File: config.mk
export PLATFORM = sky130hd
export DESIGN_NAME = ahb_arbiter_slave_2
export DESIGN_NICKNAME = d
export VERILOG_FILES = /design/src/rtl/ahb_arbiter_slave_2.sv
export SDC_FILE = /design/constraint.sdc
export NUM_CORES = 1
export LEC_CHECK = 0
export ABC_AREA = 1
export BUFFER_PORTS_ARGS = -buffer_cell sky130_fd_sc_hd__buf_2
export CORE_AREA = 10 10 47 49
export CTS_CLUSTER_DIAMETER = 150
export DETAILED_ROUTE_END_ITERATION = 10
export DIE_AREA = 0 0 57 59
export PLACE_DENSITY = 0.61
export RECOVER_POWER = 100
export SLEW_MARGIN = 20
export SYNTH_ARGS = -nofsm -noshare
export SYNTH_HDL_FRONTEND = slang
export SYNTH_SLANG_ARGS = --single-unit
File: constraint.sdc
create_clock -name HCLK -period 1 [get_ports HCLK]
set_clock_uncertainty 0.05 [all_clocks]
set_input_delay 0 -clock HCLK [delete_from_list [all_inputs] [get_ports HCLK]]
set_output_delay 0 -clock HCLK [all_outputs]
set_load 0.01 [all_outputs]
File: src/rtl/ahb_arbiter_slave_2.sv
// ---------------------------------------------------------------------------
// ahb_arbiter_slave_2
//   Per-slave round-robin arbiter for slave 2 of the AHB interconnect.
//   Grants address-phase ownership to one of CHANNEL_NUM masters. It drives
//   the one-hot payload-mux select and a data-phase owner vector for the
//   response return path.
//
// Ports
//   HCLK     in   system clock, rising edge
//   HRESETn  in   synchronous active-low reset
//   hreq     in   [CHANNEL_NUM] per-master request decoded to slave 2
//   hlast    in   [CHANNEL_NUM] current address beat is the final beat
//   hready   in   slave-2 HREADY
//   sel      out  [CHANNEL_NUM] registered one-hot address-phase grant
//   sel_dp   out  [CHANNEL_NUM] registered one-hot data-phase owner
//   busy     out  an owner is granted
//
// Optional feature
//   AHB_ARB_TIMEOUT_EN : when defined, the owner is forced to hand over
//   after MAX_HOLD accepted beats, but only if another master is requesting.
// ---------------------------------------------------------------------------
module ahb_arbiter_slave_2 #(
  parameter int CHANNEL_NUM = 2,
  parameter int MAX_HOLD    = 16
) (
  input  logic                   HCLK,
  input  logic                   HRESETn,
  input  logic [CHANNEL_NUM-1:0] hreq,
  input  logic [CHANNEL_NUM-1:0] hlast,
  input  logic                   hready,
  output logic [CHANNEL_NUM-1:0] sel,
  output logic [CHANNEL_NUM-1:0] sel_dp,
  output logic                   busy
);

  localparam int PTR_W = (CHANNEL_NUM > 1) ? $clog2(CHANNEL_NUM) : 1;

  if (MAX_HOLD < 2 || MAX_HOLD > 255) begin : g_bad_max_hold
    $error("MAX_HOLD must be in 2..255");
  end

  typedef enum logic {IDLE, OWN} state_t;

  state_t           state;
  logic [PTR_W-1:0] last;     // most recent winner; equals the owner in OWN

  // Round-robin search from ptr+1 upward with wrap. Returns {found, index}.
  // Iterating from lowest priority to highest lets the highest-priority
  // requester overwrite the result last.
  function automatic logic [PTR_W:0] rr_pick(input logic [CHANNEL_NUM-1:0] req,
                                             input logic [PTR_W-1:0]       ptr);
    logic [PTR_W:0] res;
    int             idx;
    res = '0;
    for (int i = CHANNEL_NUM; i >= 1; i--) begin
      idx = (int'(ptr) + i) % CHANNEL_NUM;
      if (req[idx]) res = {1'b1, PTR_W'(idx)};
    end
    return res;
  endfunction

  function automatic logic [CHANNEL_NUM-1:0] onehot(input logic [PTR_W-1:0] ptr);
    logic [CHANNEL_NUM-1:0] v;
    v      = '0;
    v[ptr] = 1'b1;
    return v;
  endfunction

  logic [PTR_W:0]   pick;
  logic             win_found;
  logic [PTR_W-1:0] win;
  logic             owner_req;
  logic             owner_last;
  logic             force_rel;
  logic             release_c;

  assign pick       = rr_pick(hreq, last);
  assign win_found  = pick[PTR_W];
  assign win        = pick[PTR_W-1:0];
  assign owner_req  = hreq[last];
  assign owner_last = hlast[last];

`ifdef AHB_ARB_TIMEOUT_EN
  logic [7:0] hold_cnt;
  logic       others_req;

  function automatic logic [7:0] sat_inc(input logic [7:0] cnt);
    return (cnt >= 8'(MAX_HOLD - 1)) ? 8'(MAX_HOLD - 1) : cnt + 8'd1;
  endfunction

  assign others_req = |(hreq & ~onehot(last));
  assign force_rel  = hready && owner_req && others_req &&
                      (hold_cnt == 8'(MAX_HOLD - 1));

  // Counts accepted owner beats; any release starts a fresh tenure.
  always_ff @(posedge HCLK) begin
    if (!HRESETn) begin
      hold_cnt <= '0;
    end else if (state == IDLE || release_c) begin
      hold_cnt <= '0;
    end else if (hready && owner_req) begin
      hold_cnt <= sat_inc(hold_cnt);
    end
  end
`else
  assign force_rel = 1'b0;
`endif

  // Wait states never release; a dropped request or final beat does.
  assign release_c = hready && (!owner_req || owner_last || force_rel);

  always_ff @(posedge HCLK) begin
    if (!HRESETn) begin
      state  <= IDLE;
      sel    <= '0;
      sel_dp <= '0;
      busy   <= 1'b0;
      last   <= PTR_W'(CHANNEL_NUM - 1);
    end else begin
      // sel is one-hot, so masking with hreq gates it by the owner's request.
      if (hready) sel_dp <= sel & hreq;

      case (state)
        IDLE: begin
          if (win_found) begin
            state <= OWN;
            sel   <= onehot(win);
            busy  <= 1'b1;
            last  <= win;
          end
        end
        OWN: begin
          if (release_c) begin
            if (win_found) begin
              sel  <= onehot(win);
              last <= win;
            end else begin
              state <= IDLE;
              sel   <= '0;
              busy  <= 1'b0;
            end
          end
        end
        default: begin
          state <= IDLE;
          sel   <= '0;
          busy  <= 1'b0;
        end
      endcase
    end
  end

endmodule

# Yosys cells after proc, flatten, opt, wreduce, memory -nomap -nowiden
# Index checks and enable logic that the tools add are counted.
# word_totals
wordCells	53
register_bits	7
in_bits	7
out_inout_bits	5
# op_classes
n_bitwise	4
add_sub_neg	2
mux	28
eq_ne	3
n_reduce_logical	6
order_cmp	5
# op_table
cell	count
1-bit 2-to-1 mux	18
2-bit 2-to-1 mux	5
2-bit by 3-bit less-than comparator with 1-bit output, second input constant	2
1-bit case mux with 2 select lines	3
1-bit by 2-bit less-than comparator with 1-bit output, second input constant	2
2-bit != test, second input constant	2
2-bit case mux with 2 select lines	1
3-bit AND reduction	1
1-bit adder, second input constant	2
1-bit AND, first input constant	2
2-bit AND	1
1-bit logical AND	2
2-bit by 1-bit != test with 1-bit output, second input constant	1
2-bit AND reduction	1
1-bit demux with 1-bit select	1
1-bit >= comparator, second input constant	1
1-bit logical NOT	1
1-bit logical OR	1
1-bit NOT	1

# Longest topological paths before layout
# logic_depth
word_depth	14
ltp_mapped	9
depth_no_buf	9

# Worst setup path after synthesis
# No wires, ideal clock.
# synth_path
path_kind	reg-to-reg
startpoint	register last
endpoint	register last
period_less_slack_ns	1.032
path_stages_with_launch	10
slack_ns	-0.032
t_arrival_ns	0.866
path_buffers	0
setup_time_ns	0.117
t_required_ns	0.833
path_cell_list	dfxtp_1 -> inv_2 -> nand2_4 -> nand2_2 -> nand2_4 -> nand2_1 -> nand2_1 -> nand2_1 -> nand2_1 -> nand2_1
# synth_between
elab_chain_len	9
elab_cells_between_ends	21
cone_classes	2 x add/sub; 1 x eq/ne; 15 x mux; 3 x reduce/logical
# synth_rtl
element	line_no	text
start, declared	45	logic [PTR_W-1:0] last;
start signal, assigned	118	last <= PTR_W'(CHANNEL_NUM - 1);
start signal, assigned	129	last <= win;
start signal, assigned	136	last <= win;
1-bit adder	56	idx = (int'(ptr) + i) % CHANNEL_NUM;
1-bit 2-to-1 mux (implied by the code) (3 in a row)	57	if (req[idx]) res = {1'b1, PTR_W'(idx)};
2-bit 2-to-1 mux (2 in a row)	57	
1-bit 2-to-1 mux	125, 134	
1-bit 2-to-1 mux	133	if (release_c) begin
1-bit case mux with 2 select lines	123	case (state)
# Several ways; a longest one is shown, not always the timed one. The select of a mux whose other input is x is not followed.
# A chain may end at the register's enable or synchronous reset.

# Worst setup path in the final report
# layout_path
startpoint	register last
endpoint	register busy
# layout_between
elab_chain_len	8
elab_cells_between_ends	21
cone_classes	2 x add/sub; 3 x eq/ne; 12 x mux; 4 x reduce/logical
# layout_rtl
element	line_no	text
1-bit adder	56	
1-bit 2-to-1 mux (implied by the code) (3 in a row)	57	
2-bit 2-to-1 mux (2 in a row)	57	
2-bit != test (no source line)	-	
3-bit AND reduction (no source line) (*)	-	
end signal, assigned	117	busy <= 1'b0;
end signal, assigned	128	busy <= 1'b1;
end signal, assigned	140	busy <= 1'b0;
end, declared	33	output logic busy
# Mark *: on every way between the ends. The rest lies on a longest branch, timed or not. The select of a mux whose other input is x is not followed.

==> impl_metrics.env <==
export IMPL_cts_buffers=3
export IMPL_wl_per_cell_um=10.8
export IMPL_ys_flop_type="dfxtp_1"
export IMPL_postLayoutCellArea_um2=571
export IMPL_cts_max_path_buffers=2
export IMPL_yosysSeqAreaShare=0.354
export IMPL_setup_viol=4
export IMPL_final_nets=83
export IMPL_cts_tree="yes"
export IMPL_die_area_um2=3360
export IMPL_synth_edf_count=0
export IMPL_grt_pass1_wl_mm=1.56
export IMPL_status="complete, but fails checks"
export IMPL_antenna_cells=0
export IMPL_ys_warnings_count=0
export IMPL_netlist_area_um2=395
export IMPL_drive_gt1_frac=0.320
export IMPL_drtIter0Drc=2
export IMPL_hold_viol_final=0
export IMPL_grt_max_degree=7
export IMPL_syn_avg_cell_area_um2=7.19
export IMPL_firstDrtPassIters=3
export IMPL_grt_usage=0.0602
export IMPL_avgViaCountPerCell=4.38
export IMPL_synth_distinct_cells=14
export IMPL_p_sw_uw=269
export IMPL_peakVddDrop_mv=0.701
export IMPL_die_w_um=57
export IMPL_ant_nets=0
export IMPL_critPathLaunchType="register"
export IMPL_syn_nets=62
export IMPL_dieHeight_um=59
export IMPL_maxSlewViolCount=0
export IMPL_cap_violations=0
export IMPL_rsz0062_at_grt="yes"
export IMPL_pwr_share_comb=0.282
export IMPL_wirelength_um=979
export IMPL_drcViolationCount=0
export IMPL_clock_tree_htree_level_count=1
export IMPL_maxSlewHeadroom=0.871
export IMPL_clock_latency_ns=0.26
export IMPL_path_clk_slew_ns=0.05
export IMPL_yosysTopAreaCell="dfxtp_1"
export IMPL_worstPathMaxFanout=5
export IMPL_clkPwrFrac=0.319
export IMPL_switching_share=0.325
export IMPL_cts_sinks=7
export IMPL_crit_arrival_ns=1.16
export IMPL_critPathRequiredTime_ns=1.10
export IMPL_hp_class="in2reg"
export IMPL_endpoint_kind="register"
export IMPL_failed_checks="setup timing"
export IMPL_vias=399
export IMPL_worstMarginPinSlew_ns=0.192
export IMPL_syn_to_final_growth_pct=44.3
export IMPL_overflow=0
export IMPL_ioPinCount=12
export IMPL_core_um2=1400
export IMPL_yosys_top_cells_count="15 x nand2_1, 10 x inv_1, 7 x a21oi_1, 7 x dfxtp_1"
export IMPL_dp_hpwl_um=694
export IMPL_period_share=1.06
export IMPL_root_buffer="clkbuf_4"
export IMPL_async_flop_share=0
export IMPL_p_leak_uw=0.000291
export IMPL_synthCells=55
export IMPL_finalCriticalPeriod_ns=1.06
export IMPL_worst_slack_ns=-0.0572
export IMPL_rows=14
export IMPL_port_buffers=11
export IMPL_synth_most_common_cell="nand2_1"
export IMPL_fill_cells=154
export IMPL_initial_core_util=0.282
export IMPL_max_freq_mhz=946
export IMPL_synth_seq_cells=7
export IMPL_pwr_share_seq=0.398
export IMPL_synth_top_area_frac=0.354
export IMPL_antenna_found_initial=0
export IMPL_fin_util=0.407
export IMPL_grt_pass1_vias=395
export IMPL_powerDensity_nw_per_um2=1450
export IMPL_critPathKind="reg2reg"
export IMPL_yosys_top_cells_area="dfxtp_1 35%, nand2_1 14%, inv_1 9.5%"
export IMPL_gp_congestion=0.825
export IMPL_postPlaceCellArea_um2=482
export IMPL_p_int_uw=559
==> registers in the layout, summed over array words and instances, names as in the netlist <==
name,flops
sel_dp,2
sel,2
state,1
busy,1
last,1
==> layout make-up <==
cell class	count	area (um^2)	area share
multi-input combinational	37	240	0.421
tap	16	20.0	0.0351
sequential	7	144	0.252
inverter	11	43.8	0.0768
timing repair buffer	16	96.3	0.169
clock buffer	4	26.3	0.0461
==> cells by family after synthesis <==
| kind of cell | Yosys count | share of synthesized area |
|---|---|---|
| AO/OA/AOI/OAI | 12 | 0.158 |
| buffers and inverters | 11 | 0.104 |
| flip-flops | 7 | 0.354 |
| AND/OR/NAND/NOR | 25 | 0.383 |
==> per-layer routing <==
layer	global-route usage	wire, um	vias up
met3	0.0322	56	5
met2	0.0868	443	10
met4	0.0604	41	0
met5	0	0	-
li1	-	-	209
met1	0.0597	439	175
==> worst paths after layout <==
check,startpoint,end,slack (ns),depth (start not counted)
max,last,busy,-0.06,6
min,hready,sel_dp[1],0.08,3
max reg2reg,last,busy,-0.06,6
min reg2reg,sel[1],sel_dp[1],0.42,2
==> worst max-delay path, stage by stage, from the launching register on <==
cell and delay (ns):
dfxtp_4 0.38, inv_4 0.04, nand2_4 0.07, nand2_4 0.05, nand2_4 0.08, nand3_4 0.10, o21a_1 0.19
==> layout by cell type, fill, tap and decap left out <==
| master | instances |
|---|---|
| inv_4 | 1 |
| o21ai_0 | 3 |
| nand2_4 | 4 |
| dlygate4sd3_1 | 4 |
| nand3_1 | 1 |
| dfxtp_1 | 6 |
| clkbuf_4 | 3 |
| clkbuf_1 | 6 |
| dfxtp_4 | 1 |
| nor2_1 | 2 |
| o21a_1 | 1 |
| a21oi_2 | 3 |
| buf_4 | 1 |
| nand3_4 | 1 |
| nand2_1 | 13 |
| a21oi_1 | 4 |
| nand3_2 | 1 |
| buf_2 | 6 |
| inv_1 | 10 |
| nand3b_4 | 1 |
| o21ai_1 | 1 |
| nand2_2 | 2 |
==> timing repair <==
item | 4_1_cts | 5_1_grt
endpoints found under the hold margin | 5 | 0
resized for setup | 5 | 3
buffers inserted | 0 | 0
hold buffers | 4 | 0
pin swaps | 2 | 2
endpoints found under the setup margin | 5 | 5
==> power groups by stage <==
stage          registers (uW)  clock network (uW)  logic (uW)
2_1_floorplan             344                   0         128
3_3_place_gp              332                   0         203
5_1_grt                   332                 289         260
4_1_cts                   329                 278         231
6_report                  330                 264         234
3_5_place_dp              333                   0         205
==> per-stage QoR <==
step / cells / total power, uW / setup WS (ns) / hold WS, ns / TNS [ns]
2_1_floorplan: 55 / 472 / 0.00333 / 0.0394 / 0
3_3_place_gp: 83 / 535 / -0.0612 / 0.234 / -0.212
3_5_place_dp: 83 / 538 / -0.0852 / 0.242 / -0.284
4_1_cts: 91 / 838 / -0.0629 / 0.0709 / -0.250
5_1_grt: 91 / 881 / -0.123 / 0.0809 / -0.535
6_report: 91 / 829 / -0.0572 / 0.0762 / -0.204
No activity file was read; power rests on OpenSTA's default activity.
